## src/rtl/hs_pkg.sv

```systemverilog
// Shared definitions for the 4-phase send/ack link: FSM state codes and counter width.
package hs_pkg;

   localparam int WCNT_W = 16;

   typedef enum logic [2:0] {
      IDLE     = 3'd0,
      LOAD     = 3'd1,
      REQ      = 3'd2,
      WAIT_REL = 3'd3,
      ERR      = 3'd4
   } state_t;

endpackage

```

## src/rtl/hs_sync_fifo.sv

```systemverilog
// Small synchronous FIFO with combinational head read; pointers carry an extra wrap bit
// so full and empty are told apart without a separate count.
module hs_sync_fifo #(
   parameter int DATA_W = 8,
   parameter int DEPTH  = 4
) (
   input  logic              clk,
   input  logic              rst,
   input  logic              push,
   input  logic              pop,
   input  logic [DATA_W-1:0] wdata,
   output logic [DATA_W-1:0] rdata,
   output logic              full,
   output logic              empty
);

   localparam int AW = $clog2(DEPTH);

   logic [DATA_W-1:0] mem [DEPTH];
   logic [AW:0]       wptr;
   logic [AW:0]       rptr;
   logic              do_push;
   logic              do_pop;

   assign empty   = (wptr == rptr);
   assign full    = (wptr[AW] != rptr[AW]) && (wptr[AW-1:0] == rptr[AW-1:0]);
   assign do_push = push && !full;
   assign do_pop  = pop && !empty;
   assign rdata   = mem[rptr[AW-1:0]];

   always_ff @(posedge clk) begin
      if (rst) begin
         wptr <= '0;
         rptr <= '0;
      end else begin
         if (do_push) wptr <= wptr + (AW+1)'(1);
         if (do_pop)  rptr <= rptr + (AW+1)'(1);
      end
   end

   // Storage needs no reset: empty pointers make stale contents unobservable.
   always_ff @(posedge clk) begin
      if (do_push) mem[wptr[AW-1:0]] <= wdata;
   end

endmodule

```

## src/rtl/hs4_sender.sv

```systemverilog
// Source side of the 4-phase send/ack link: queues words and drains them one handshake at a time.
// Optional ack timeout is built when HS_TIMEOUT_EN is defined.
//
//   state    | meaning
//   IDLE     | wait for a queued word and ack low
//   LOAD     | pop head into dados, raise send
//   REQ      | send high, wait for ack rise
//   WAIT_REL | send low, wait for ack fall, count the word
//   ERR      | ack timeout; sticky until rst
module hs4_sender
   import hs_pkg::*;
#(
   parameter int DATA_W      = 8,
   parameter int DEPTH       = 4,
   parameter int TIMEOUT_CYC = 16
) (
   input  logic              clk,
   input  logic              rst,
   input  logic              in_valid,
   input  logic [DATA_W-1:0] in_data,
   output logic              in_ready,
   output logic              send,
   output logic [DATA_W-1:0] dados,
   input  logic              ack,
   output logic [2:0]        estado,
   output logic [WCNT_W-1:0] words_sent,
   output logic              err
);

   if (DEPTH < 2 || (DEPTH & (DEPTH - 1)) != 0 || TIMEOUT_CYC < 2) begin : g_param_check
      $error("hs4_sender: DEPTH must be a power of two >= 2 and TIMEOUT_CYC >= 2");
   end

   state_t            state;
   state_t            state_nxt;
   logic              fifo_full;
   logic              fifo_empty;
   logic              push;
   logic              pop;
   logic              inc;
   logic [DATA_W-1:0] head;

   assign in_ready = !fifo_full;
   assign push     = in_valid && in_ready;
   assign estado   = state;

   hs_sync_fifo #(
      .DATA_W (DATA_W),
      .DEPTH  (DEPTH)
   ) u_fifo (
      .clk   (clk),
      .rst   (rst),
      .push  (push),
      .pop   (pop),
      .wdata (in_data),
      .rdata (head),
      .full  (fifo_full),
      .empty (fifo_empty)
   );

`ifdef HS_TIMEOUT_EN
   localparam int PW = $clog2(TIMEOUT_CYC) + 1;

   logic [PW-1:0] phase_cnt;
   logic          phase_exp;

   assign phase_exp = (phase_cnt == PW'(TIMEOUT_CYC - 1));

   // Restarts on every state change, so it clears on entry to both REQ and WAIT_REL.
   always_ff @(posedge clk) begin
      if (rst) begin
         phase_cnt <= '0;
      end else if (state_nxt != state) begin
         phase_cnt <= '0;
      end else if (state == REQ || state == WAIT_REL) begin
         phase_cnt <= phase_cnt + PW'(1);
      end
   end

   always_ff @(posedge clk) begin
      if (rst) err <= 1'b0;
      else if (state_nxt == ERR) err <= 1'b1;
   end
`else
   logic phase_exp;

   assign phase_exp = 1'b0;
   assign err       = 1'b0;
`endif

   always_comb begin
      state_nxt = state;
      pop       = 1'b0;
      inc       = 1'b0;
      case (state)
         IDLE: begin
            // A stale ack (e.g. left over from reset) holds us here.
            if (!fifo_empty && !ack) state_nxt = LOAD;
         end
         LOAD: begin
            pop       = 1'b1;
            state_nxt = REQ;
         end
         REQ: begin
            if (ack)            state_nxt = WAIT_REL;
            else if (phase_exp) state_nxt = ERR;
         end
         WAIT_REL: begin
            if (!ack) begin
               inc       = 1'b1;
               state_nxt = IDLE;
            end else if (phase_exp) begin
               state_nxt = ERR;
            end
         end
         ERR:     state_nxt = ERR;
         default: state_nxt = IDLE;
      endcase
   end

   always_ff @(posedge clk) begin
      if (rst) begin
         state      <= IDLE;
         send       <= 1'b0;
         dados      <= '0;
         words_sent <= '0;
      end else begin
         state <= state_nxt;
         send  <= (state_nxt == REQ);
         if (pop) dados      <= head;
         if (inc) words_sent <= words_sent + WCNT_W'(1);
      end
   end

endmodule
```

## config.mk

```make
export PLATFORM = sky130hd
export DESIGN_NAME = hs4_sender
export DESIGN_NICKNAME = d
export VERILOG_FILES = /design/src/rtl/hs_pkg.sv /design/src/rtl/hs_sync_fifo.sv /design/src/rtl/hs4_sender.sv
export SDC_FILE = /design/constraint.sdc
export NUM_CORES = 1
export LEC_CHECK = 0
export CORE_MARGIN = 5
export CORE_UTILIZATION = 57
export CTS_CLUSTER_DIAMETER = 120
export CTS_CLUSTER_SIZE = 14
export DETAILED_ROUTE_END_ITERATION = 8
export GPL_TIMING_DRIVEN = 1
export PLACE_DENSITY = 0.93
export SYNTH_ARGS = -nofsm -noshare
export SYNTH_HDL_FRONTEND = slang
export SYNTH_SLANG_ARGS = --single-unit
```

## constraint.sdc

```tcl
create_clock -name clk -period 3.16 [get_ports clk]
set_input_delay 0.474 -clock clk [delete_from_list [all_inputs] [get_ports clk]]
set_output_delay 0.474 -clock clk [all_outputs]
set_load 0.005 [all_outputs]
```

==> implementation parameters, run 1 <==
Parameter                              Value

Timing
  FMAX    407 MHz
  Hold violation total from the final report    0
  Post-Route Setup TNS    0 ns
  Fin Clk Skew    0.0124 ns
  Unrepaired setup endpoints after global routing    no
  Final worst path period need    2.46 ns
  Endpoints failing setup    0
  Transition time at the pin with the least slew margin    ~0.84 ns
  Slew headroom    between 40% and 50%
  Max-slew violations    0
  Post-route clock period utilization    77.8%

Synthesis
  Post-Synthesis Net Count    242
  Ys async rst share    0%
  Count of warnings emitted by yosys    0
  Mean Syn Cell Area    ~12 um2
  Dominant register cell in the synthesized netlist    sky130_fd_sc_hd__dfxtp_1
  Share of the yosys chip area belonging to registers    59.2%
  EDFF count, synth    32
  Post-synthesis instance area    2770 um2
  Synthesized instance count    approximately 220
  Netlist cell types    47
  Number of synthesized register bits    66

Worst setup path
  Critical path fanouts, max    11
  Kind of cell adding the most delay to the critical path    flip-flops
  Cell with the largest stage delay on the worst path    sky130_fd_sc_hd__dfxtp_1
  Count of buffering cells on the critical path with inverters included    1
  Critical Path Max Stage Delay    0.63 ns
  Critical path capture point type    primary output
  Arr. time, crit path    between 1.5 and 2 ns
  Worst endpoint required time    ~2.7 ns
  Sort of element at the start of the critical path    register
  Number of cells on the worst reg-to-reg path    3
  Cell-by-cell trace of the critical path    xor2_1 > nor2_1 > nand2_1 > clkdlybuf4s50_1
  Setup CP Type    reg -> out
  Instance count on the critical path    4

Clocking
  Number of instances resized during post-cts repair    0
  Clk_lat worst skew    between 0.3 and 0.4 ns
  Reg clk slew, reported paths    0.07 ns
  Number of sinks handled by clock tree synthesis    66
  Buffers from clock root to sink, at most    2
  Clock root buffer    sky130_fd_sc_hd__clkbuf_8
  Clock tree from TritonCTS    built
  Count of hold-fix buffers inserted at cts    0
  TritonCTS Buffers    9
  Htree depth    3
  Number of setup buffers added after CTS    0

Global routing
  Global-route wire length before repair    between 8 and 9 mm
  Antenna violations before repair    0
  Vias in the first global route    1,830
  Largest net degree at the start of global routing    25
  GRT Overall Usage    between 10% and 20%
  Total overflow reported by the global router    0

Floorplan
  Std cell rows    25
  Area of the core    4720 um2
  Vertical extent of the die    ~80 um
  Top Ports    42
  Effective utilization at floorplan    about three fifths
  Width of the die    ~80 um
  Die area    between 6000 and 7000 um2

Place
  Number of buffers inserted by port buffering    40
  Detailed Place HPWL    approximately 3.6 mm
  RD Place Congestion    ~0.77

Pwr
  Combinational Power Share    ~8.3%
  Sw Ratio    24.3%
  Power per Cell Area    502 nW/um2
  Leakage Power    0.00113 uW
  Switching component of the power    413 uW
  Clock Power Share    approximately 35%
  Internal portion of total power    approximately 1300 uW
  Worst-case vdd ir drop    between 0.0004 and 0.0005 V
  Sequential share of power    a little under three fifths
  Total power consumption of the routed design    roughly 1700 uW

Flow run
  Max-cap viol count    0

Final layout
  Synthesis-to-layout area growth    22.0%
  Combined area of the multi-input logic cells    around 1100 um2
  FILL cells    321
  Combined flip-flop and latch cell area    1640 um2
  Fraction of layout cells with a size suffix above 1    12.9%
  Final #Nets    about 290
  Final antenna diode count    0

Drt
  Vias after detailed routing    approximately 1,800
  Drt wl/cell    15.2 um
  DRT Pass-1 Iters    4
  DRC violations left    0
  Post-route antenna net violation count    0
  Via density    5.42
  Drt first-iter violations    around 110
  Routed wire length    5.16 mm

Hold path
  Path type of the worst min-delay path    reg -> reg
  Cell count of the worst hold path    2

Run status
  Result of the run    finished clean
cells by family (layout without fill, tap and decap cells):
family                     count (synthesis)  count (layout)  synth area share (%)
AOI/OAI and AO/OA                         26              26                  6.00
xor gates and xnor gates                  16              16                  5.33
adders and majority gates                  6               6                  2.71
buffers and inverters                     15              63                  2.89
DFF                                       66              66                  59.2
muxes                                     12              12                  7.99
other                                      1               1                 0.135
and+or+nand+nor                           82              82                  15.7
worst paths after layout:
kind,start,end,slack (ns)
hold reg to reg,dados[5],dados[5],0.46
setup / recovery,u_fifo.rptr[1],in_ready,0.70
hold / removal,dados[5],dados[5],0.46
setup reg to reg,u_fifo.rptr[1],u_fifo.mem[1][1],1.11
placed cells by master, fill, tap and decap left out, types with 2 or more instances in the layout:
master / Yosys / layout
sky130_fd_sc_hd__xnor2_1: 7 / 7
sky130_fd_sc_hd__nor2_1: 22 / 22
sky130_fd_sc_hd__ha_1: 6 / 6
sky130_fd_sc_hd__edfxtp_1: 32 / 32
sky130_fd_sc_hd__clkbuf_8: 0 / 9
sky130_fd_sc_hd__mux4_2: 8 / 8
sky130_fd_sc_hd__nand2_1: 23 / 23
sky130_fd_sc_hd__a21oi_1: 14 / 14
sky130_fd_sc_hd__and2_1: 4 / 4
sky130_fd_sc_hd__nand4_1: 5 / 5
sky130_fd_sc_hd__nor3_1: 5 / 5
sky130_fd_sc_hd__clkdlybuf4s50_1: 0 / 40
sky130_fd_sc_hd__clkinv_2: 0 / 4
sky130_fd_sc_hd__mux2i_1: 3 / 3
sky130_fd_sc_hd__xor2_1: 8 / 8
sky130_fd_sc_hd__or3_1: 3 / 3
sky130_fd_sc_hd__nand3_1: 6 / 6
sky130_fd_sc_hd__buf_4: 1 / 3
sky130_fd_sc_hd__inv_1: 4 / 4
sky130_fd_sc_hd__o31ai_1: 2 / 2
sky130_fd_sc_hd__nand3b_1: 3 / 3
sky130_fd_sc_hd__dfxtp_1: 34 / 34
sky130_fd_sc_hd__o21ai_0: 2 / 2
final cells by class:
class / instances / share of cell area, %
Sequential cell: 66 / 48.5
Tap cell: 67 / 2.48
Timing Repair Buffer: 43 / 12.5
Inverter: 4 / 0.444
Clock buffer: 9 / 3.66
Multi-Input combinational cell: 143 / 31.1
Clock inverter: 7 / 1.33
cell usage after synthesis, types with 4 or more instances:
master / count / share of area [%]
sky130_fd_sc_hd__xor2_1: 8 / 2.5
sky130_fd_sc_hd__mux4_2: 8 / 6.5
sky130_fd_sc_hd__nand3_1: 6 / 1.1
sky130_fd_sc_hd__nand4_1: 5 / 1.1
sky130_fd_sc_hd__dfxtp_1: 34 / 25
sky130_fd_sc_hd__and2_1: 4 / 0.90
sky130_fd_sc_hd__edfxtp_1: 32 / 35
sky130_fd_sc_hd__a21oi_1: 14 / 2.5
sky130_fd_sc_hd__ha_1: 6 / 2.7
sky130_fd_sc_hd__nand2_1: 23 / 3.1
sky130_fd_sc_hd__nor3_1: 5 / 0.90
sky130_fd_sc_hd__nor2_1: 22 / 3.0
sky130_fd_sc_hd__xnor2_1: 7 / 2.2
sky130_fd_sc_hd__inv_1: 4 / 0.54
stage by stage:
| stage | std cells | instance area, um2 | utilization (%) | hold WS [ns] | setup slack [ns] |
|---|---|---|---|---|---|
| 2_1_floorplan | 224 | 2770 | - | 0.453 | 1.53 |
| 3_3_place_gp | 323 | 3210 | 68.1 | 0.445 | 1.11 |
| 3_5_place_dp | 323 | 3210 | 68.1 | 0.452 | 1.06 |
| 4_1_cts | 339 | 3380 | 71.6 | 0.461 | 0.671 |
| 5_1_grt | 339 | 3380 | 71.6 | 0.468 | 0.562 |
| 6_report | 339 | 3380 | 71.6 | 0.457 | 0.703 |
layer usage:
layer | wire (um) | vias up | track usage, % | share of wire (%)
li1 | - | 899 | - | -
met1 | 2200 | 870 | 22.4 | 43
met2 | 2500 | 54 | 28.7 | 48
met3 | 353 | 13 | 7.00 | 6.8
met4 | 106 | 0 | 8.45 | 2.1
met5 | 0 | - | 0 | 0
sequential cells by signal (all words and copies together), names as in the netlist:
signal / count
words_sent: 16
estado: 3
u_fifo.wptr: 3
u_fifo.rptr: 3
dados: 8
u_fifo.mem: 32
send: 1
worst register-to-register path, cell delays in order (launching register included):
cell and delay [ns]:
sky130_fd_sc_hd__dfxtp_1 0.63, sky130_fd_sc_hd__xor2_1 0.30, sky130_fd_sc_hd__o31a_1 0.35, sky130_fd_sc_hd__and2_1 0.43
power by group through the flow:
stage                     logic [uW]  registers [uW]  clock network, uW
after global placement           136             973                  0
final                            141             956                602
after detailed placement         142             975                  0
after global routing             156             959                655
after CTS                        143             956                616
after floorplan                 90.7             964                  0
Note: power is estimated with default switching activity, not from simulation.
==> run 2: changes to the inputs <==
- CORE_UTILIZATION: 57 -> 53
- PLACE_DENSITY: 0.93 -> 0.88
- clock period: 3.16 -> 2.5 ns (I/O delays scaled with it)
==> run 2 against run 1 <==
  * Die area is 6.6% higher
  * Combinational power rose by 27%
  * Sequential power increased by 27%
  * Flip-flop and latch count unchanged
  * Clock power increased by 27%
  * Highest routed layer unchanged
==> implementation parameters, run 2 (synthesized netlist as in run 1, its figures left out) <==
Parameter                              Value

Run status
  Result of the run    finished clean (unchanged)

Clocking
  Clk_lat worst skew    0.33 ns (was 0.35 ns)
  Clock root buffer    sky130_fd_sc_hd__clkbuf_8 (unchanged)
  Number of instances resized during post-cts repair    0 (unchanged)
  Buffers from clock root to sink, at most    2 (unchanged)
  Htree depth    3 (unchanged)
  Count of hold-fix buffers inserted at cts    0 (unchanged)
  TritonCTS Buffers    9 (unchanged)
  Number of sinks handled by clock tree synthesis    66 (unchanged)
  Reg clk slew, reported paths    0.07 ns (about the same)
  Number of setup buffers added after CTS    0 (unchanged)
  Clock tree from TritonCTS    built (unchanged)

Drt
  Routed wire length    5.22 mm (was 5.16 mm)
  Vias after detailed routing    1,835 (was 1,836)
  DRT Pass-1 Iters    4 (unchanged)
  Drt first-iter violations    101 (was 108)
  Drt wl/cell    15.2 um (about the same)
  Via density    5.35 (was 5.42)
  Post-route antenna net violation count    0 (unchanged)
  DRC violations left    0 (unchanged)

Worst setup path
  Worst endpoint required time    2.12 ns (was 2.69 ns)
  Critical Path Max Stage Delay    0.50 ns (was 0.63 ns)
  Cell-by-cell trace of the critical path    xor2_1 > nor2_1 > nand2_1 > clkdlybuf4s50_1 (unchanged)
  Critical path fanouts, max    5 (was 11)
  Count of buffering cells on the critical path with inverters included    1 (unchanged)
  Setup CP Type    reg -> out (unchanged)
  FF-to-FF setup slack    0.64 ns (was 1.11 ns)
  Critical path capture point type    primary output (unchanged)
  Critical path origin    u_fifo.wptr[1] (was u_fifo.rptr[1])
  Arr. time, crit path    1.78 ns (was 1.98 ns)
  Worst reg2reg startpoint    u_fifo.wptr[1] (was u_fifo.rptr[1])
  Capture instance of the worst register-to-register path    u_fifo.mem[2][0] (was u_fifo.mem[1][1])
  Critical path endpoint    in_ready (unchanged)
  Instance count on the critical path    4 (unchanged)
  Sort of element at the start of the critical path    register (unchanged)
  Number of cells on the worst reg-to-reg path    3 (unchanged)
  Cell with the largest stage delay on the worst path    sky130_fd_sc_hd__clkdlybuf4s50_1 (was sky130_fd_sc_hd__dfxtp_1)
  Kind of cell adding the most delay to the critical path    buffers and inverters (was flip-flops)

Global routing
  GRT Max-Usage Layer    met2 (unchanged)
  Met1 track utilization from global routing    19.6% (was 22.4%)
  Met3 Usage GRT    4.45% (was 7.00%)
  GRT Overall Usage    16.9% (was 18.3%)
  Vias in the first global route    1,835 (was 1,830)
  Global-route wire length before repair    8.53 mm (was 8.61 mm)
  GR met2 Demand/Resource    29.2% (was 28.7%)
  Total overflow reported by the global router    0 (unchanged)
  Largest net degree at the start of global routing    37 (was 25)
  Antenna violations before repair    0 (unchanged)

Place
  Number of buffers inserted by port buffering    40 (unchanged)
  Count of placed standard cells including taps    327 (was 323)
  Worst slack after detailed placement    0.521 ns (was 1.06 ns)
  RD Place Congestion    0.756 (was 0.765)
  Detailed Place HPWL    3.63 mm (was 3.65 mm)

Timing
  Post-Route Setup TNS    0 ns (unchanged)
  Smallest hold slack    0.457 ns (about the same)
  Post-route clock period utilization    between 80 and 90%
  Transition time at the pin with the least slew margin    0.589 ns (was 0.839 ns)
  FMAX    about 460 MHz
  Hold violation total from the final report    0 (unchanged)
  Slew headroom    60.6% (was 43.9%)
  Unrepaired setup endpoints after global routing    no (unchanged)
  Endpoints failing setup    0 (unchanged)
  Fin Clk Skew    0.00740 ns (was 0.0124 ns)
  Post-route worst setup slack    0.349 ns (was 0.703 ns)
  Final worst path period need    around 2.2 ns
  Max-slew violations    0 (unchanged)

Pwr
  Clock Power Share    35.6% (was 35.4%)
  Switching component of the power    501 uW (was 413 uW)
  Power per Cell Area    634 nW/um2 (was 502 nW/um2)
  Leakage Power    0.00114 uW (was 0.00113 uW)
  Worst-case vdd ir drop    0.000471 V (was 0.000474 V)
  Total power consumption of the routed design    2150 uW (was 1700 uW)
  Internal portion of total power    1650 uW (was 1290 uW)
  Sw Ratio    23.3% (was 24.3%)
  Combinational Power Share    8.3% (about the same)
  Sequential share of power    56.1% (was 56.3%)

Floorplan
  Area of the core    5110 um2 (was 4720 um2)
  Die area    6780 um2 (was 6360 um2)
  Effective utilization at floorplan    54.3% (was 58.7%)
  Width of the die    82.3 um (was 79.7 um)
  Top Ports    42 (unchanged)
  Std cell rows    26 (was 25)
  Vertical extent of the die    82.3 um (was 79.7 um)

Final layout
  Commonest non-fill, non-tap cell in the layout    sky130_fd_sc_hd__clkdlybuf4s50_1 (unchanged)
  Final #Nets    286 (was 285)
  Fraction of layout cells with a size suffix above 1    12.5% (was 12.9%)
  Final antenna diode count    0 (unchanged)
  FILL cells    390 (was 321)
  Synthesis-to-layout area growth    22.5% (was 22.0%)
  Most frequent cells in the layout    40 x sky130_fd_sc_hd__clkdlybuf4s50_1, 34 x sky130_fd_sc_hd__dfxtp_1, 32 x sky130_fd_sc_hd__edfxtp_1, 23 x sky130_fd_sc_hd__nand2_1, 22 x sky130_fd_sc_hd__nor2_1 (unchanged)
  Flip-flop count of the largest register after layout    32 (unchanged)
  Fin cells    343 (was 339)

Hold path
  Path type of the worst min-delay path    reg -> reg (unchanged)
  Startpoint of the worst hold path    dados[4] (was dados[5])

Flow run
  Max-cap viol count    0 (unchanged)
==> run 2: routing by layer <==
metal	part of all wire, %	vias to the layer above
met2	51	44
met3	4.7	4
met1	43	885
met5	0	-
li1	-	902
met4	0.79	0
==> run 2: per-stage QoR <==
step	util, %	cell area (um2)
floorplan	-	2770
global placement	63.2	3230
detailed placement	63.2	3230
CTS	66.5	3400
global route	66.5	3400
finish	66.5	3400
==> run 2: worst reg2reg max path: cells and delay by family (launching register included) <==
family,cells,cell delay [ns]
xor+xnor,1,0.30
simple gates,1,0.43
flops,1,0.43
compound gates,1,0.36
==> run 2: worst min-delay path by stage <==
| stage | endpoint | slack, ns | depth (start not counted) |
|---|---|---|---|
| final | dados[4] | 0.46 | 2 |
| after global routing | dados[4] | 0.48 | 2 |
| after floorplan | dados[0] | 0.45 | 2 |
| after detailed placement | dados[3] | 0.45 | 2 |
| after global placement | dados[3] | 0.44 | 2 |
| after CTS | dados[4] | 0.46 | 2 |
==> run 2: power groups by stage <==
stage               clock network [uW]  registers (uW)  logic [uW]
global placement                     0            1230         173
floorplan                            0            1220         115
detailed placement                   0            1230         180
finish                             766            1210         179
global route                       835            1210         199
CTS                                783            1210         182
==> run 2: layout make-up <==
cell class / instances / area (um2) / area share (%)
flip-flops and latches: 66 / 1640 / 48.3
multi-input cells: 143 / 1050 / 30.9
repair buffers: 44 / 430 / 12.7
clock buffers: 11 / 141 / 4.16
well taps: 70 / 87.6 / 2.58
clock inverters: 5 / 30.0 / 0.884
inverters: 4 / 15.0 / 0.442
==> run 3: changes to the inputs <==
- CAP_MARGIN: not set -> 0
- CORE_UTILIZATION: 53 -> 55
- CTS_BUF_LIST: not set -> sky130_fd_sc_hd__clkbuf_8
- PLACE_DENSITY: 0.88 -> 0.9
- SETUP_SLACK_MARGIN: not set -> 0.5
==> run 3 against run 2 <==
  * First-iteration DRC count up 12%
  * Worst hold slack better by 0.0074 ns
  * Combinational power up 13%
  * Non-clock buffer count up 4
  * Total power up 9.6%
  * Clock power up 23%
  * Critical path type unchanged
  * Largest cell class unchanged
  * Highest routed layer unchanged
==> implementation parameters, run 3 (synthesized netlist as in run 1, its figures left out) <==
Parameter                              Value

Floorplan
  Die area    6560 um2 (was 6780 um2)
  Effective utilization at floorplan    57.6% (was 54.3%)
  Top Ports    42 (unchanged)
  Std cell rows    25 (was 26)
  Vertical extent of the die    81 um (was 82.3 um)
  Width of the die    81 um (was 82.3 um)
  Area of the core    4820 um2 (was 5110 um2)

Drt
  Drt wl/cell    16.6 um (was 15.2 um)
  DRC violations left    0 (unchanged)
  DRT Pass-1 Iters    4 (unchanged)
  Post-route antenna net violation count    0 (unchanged)
  Via density    5.51 (was 5.35)
  Drt first-iter violations    113 (was 101)
  Routed wire length    5.68 mm (was 5.22 mm)
  Vias after detailed routing    1,889 (was 1,835)

Timing
  Max-slew violations    0 (unchanged)
  FMAX    545 MHz (was 465 MHz)
  Endpoints failing setup    0 (unchanged)
  Slew headroom    67.3% (was 60.6%)
  Post-route worst setup slack    0.663 ns (was 0.349 ns)
  Post-Route Setup TNS    0 ns (unchanged)
  Unrepaired setup endpoints after global routing    no (unchanged)
  Transition time at the pin with the least slew margin    0.484 ns (was 0.589 ns)
  Fin Clk Skew    0.0111 ns (was 0.00740 ns)
  Smallest hold slack    0.465 ns (was 0.457 ns)
  Hold violation total from the final report    0 (unchanged)
  Post-route clock period utilization    73.5% (was 86.0%)
  Final worst path period need    1.84 ns (was 2.15 ns)

Clocking
  TritonCTS Buffers    9 (unchanged)
  Clk_lat worst skew    0.34 ns (was 0.33 ns)
  Htree depth    3 (unchanged)
  Number of sinks handled by clock tree synthesis    66 (unchanged)
  Clock root buffer    sky130_fd_sc_hd__clkbuf_8 (unchanged)
  Clock tree from TritonCTS    built (unchanged)
  Buffers from clock root to sink, at most    2 (unchanged)
  Reg clk slew, reported paths    0.07 ns (about the same)
  Count of hold-fix buffers inserted at cts    0 (unchanged)

Global routing
  Global-route wire length before repair    8.94 mm (was 8.53 mm)
  Largest net degree at the start of global routing    18 (was 37)
  Vias in the first global route    1,866 (was 1,835)
  Antenna violations before repair    0 (unchanged)
  GRT Overall Usage    19.0% (was 16.9%)
  Total overflow reported by the global router    0 (unchanged)

Pwr
  Combinational Power Share    8.6% (was 8.3%)
  Sw Ratio    22.2% (was 23.3%)
  Switching component of the power    525 uW (was 501 uW)
  Internal portion of total power    1830 uW (was 1650 uW)
  Leakage Power    0.00118 uW (was 0.00114 uW)
  Clock Power Share    40.1% (was 35.6%)
  Power per Cell Area    672 nW/um2 (was 634 nW/um2)
  Total power consumption of the routed design    2360 uW (was 2150 uW)
  Sequential share of power    51.4% (was 56.1%)
  Worst-case vdd ir drop    0.000519 V (was 0.000471 V)

Place
  RD Place Congestion    0.827 (was 0.756)
  Detailed Place HPWL    3.69 mm (was 3.63 mm)
  Worst slack after detailed placement    0.500 ns (was 0.521 ns)
  Number of buffers inserted by port buffering    40 (unchanged)

Worst setup path
  Setup CP Type    reg -> out (unchanged)
  Count of buffering cells on the critical path with inverters included    1 (unchanged)
  Critical path fanouts, max    10 (was 5)
  Cell-by-cell trace of the critical path    clkdlybuf4s50_1 (was xor2_1 > nor2_1 > nand2_1 > clkdlybuf4s50_1)
  Kind of cell adding the most delay to the critical path    buffers and inverters (unchanged)
  Sort of element at the start of the critical path    register (unchanged)
  Critical path capture point type    primary output (unchanged)
  Critical Path Max Stage Delay    0.58 ns (was 0.50 ns)
  Worst endpoint required time    2.12 ns (about the same)
  Cell with the largest stage delay on the worst path    sky130_fd_sc_hd__clkdlybuf4s50_1 (unchanged)
  FF-to-FF setup slack    0.69 ns (was 0.64 ns)
  Arr. time, crit path    1.46 ns (was 1.78 ns)

Run status
  Result of the run    finished clean (unchanged)

Final layout
  Final #Nets    290 (was 286)
  Final antenna diode count    0 (unchanged)
  Fin util    72.9% (was 66.5%)
  Fraction of layout cells with a size suffix above 1    15.6% (was 12.5%)
  Commonest non-fill, non-tap cell in the layout    sky130_fd_sc_hd__clkdlybuf4s50_1 (unchanged)
  Synthesis-to-layout area growth    26.7% (was 22.5%)
  Most frequent cells in the layout    39 x sky130_fd_sc_hd__clkdlybuf4s50_1, 32 x sky130_fd_sc_hd__edfxtp_1, 30 x sky130_fd_sc_hd__dfxtp_1, 23 x sky130_fd_sc_hd__nand2_1, 21 x sky130_fd_sc_hd__nor2_1 (was 40 x sky130_fd_sc_hd__clkdlybuf4s50_1, 34 x sky130_fd_sc_hd__dfxtp_1, 32 x sky130_fd_sc_hd__edfxtp_1, 23 x sky130_fd_sc_hd__nand2_1, 22 x sky130_fd_sc_hd__nor2_1)
  Flip-flop count of the largest register after layout    32 (unchanged)

Hold path
  Path type of the worst min-delay path    reg -> reg (unchanged)

Flow run
  Max-cap viol count    0 (unchanged)
-- run 3: cell types whose count changed in the layout (fill, tap and decap cells not counted), sizes merged --
cell	before	now
dlymetal6s2s	0	1
bufinv	0	2
inv	4	5
buf	4	8
clkbuf	11	9
clkdlybuf4s50	40	39
clkinv	4	2
-- run 3: repair_timing --
action | in CTS | in global routing
setup buffers | 1 | 1
gates resized for setup | 6 | 7
pin swaps | 1 | 3
endpoints found under the setup margin | 1 | 1
-- run 3: power by group through the flow --
stage	clock, uW	sequential, uW	combinational (uW)
after floorplan	0	1220	115
after global placement	0	1230	176
after detailed placement	0	1230	184
after CTS	964	1210	194
after global routing	1010	1220	221
final	945	1210	202
-- run 3: path summary, 6_finish.rpt --
| check | from | to | depth (start not counted) |
|---|---|---|---|
| max | estado[0] | estado[0] | 1 |
| min | dados[6] | dados[6] | 2 |
| min reg2reg | dados[6] | dados[6] | 2 |
| max reg2reg | u_fifo.wptr[1] | u_fifo.mem[0][4] | 4 |
-- run 3: metal layers --
layer / routed length [um] / track usage (%) / share of wire [%] / vias up
li1: - / - / - / 905
met1: 2130 / 20.7 / 37 / 903
met2: 2970 / 31.2 / 52 / 64
met3: 353 / 5.43 / 6.2 / 17
met4: 234 / 14.9 / 4.1 / 0
met5: 0 / 0 / 0 / -
-- run 3: metrics by stage --
step | instance area (um2) | cells
2_1_floorplan | 2770 | 224
3_3_place_gp | 3240 | 326
3_5_place_dp | 3240 | 326
4_1_cts | 3480 | 342
5_1_grt | 3510 | 343
6_report | 3510 | 343
-- run 3: layout make-up --
type / instances / area, um2
clock buffers: 9 / 124
clock inverters: 6 / 83.8
fillers: 328 / 1310
inverters: 4 / 15.0
multi-input cells: 143 / 1090
flip-flops and latches: 66 / 1650
well taps: 67 / 83.8
repair buffers: 48 / 463
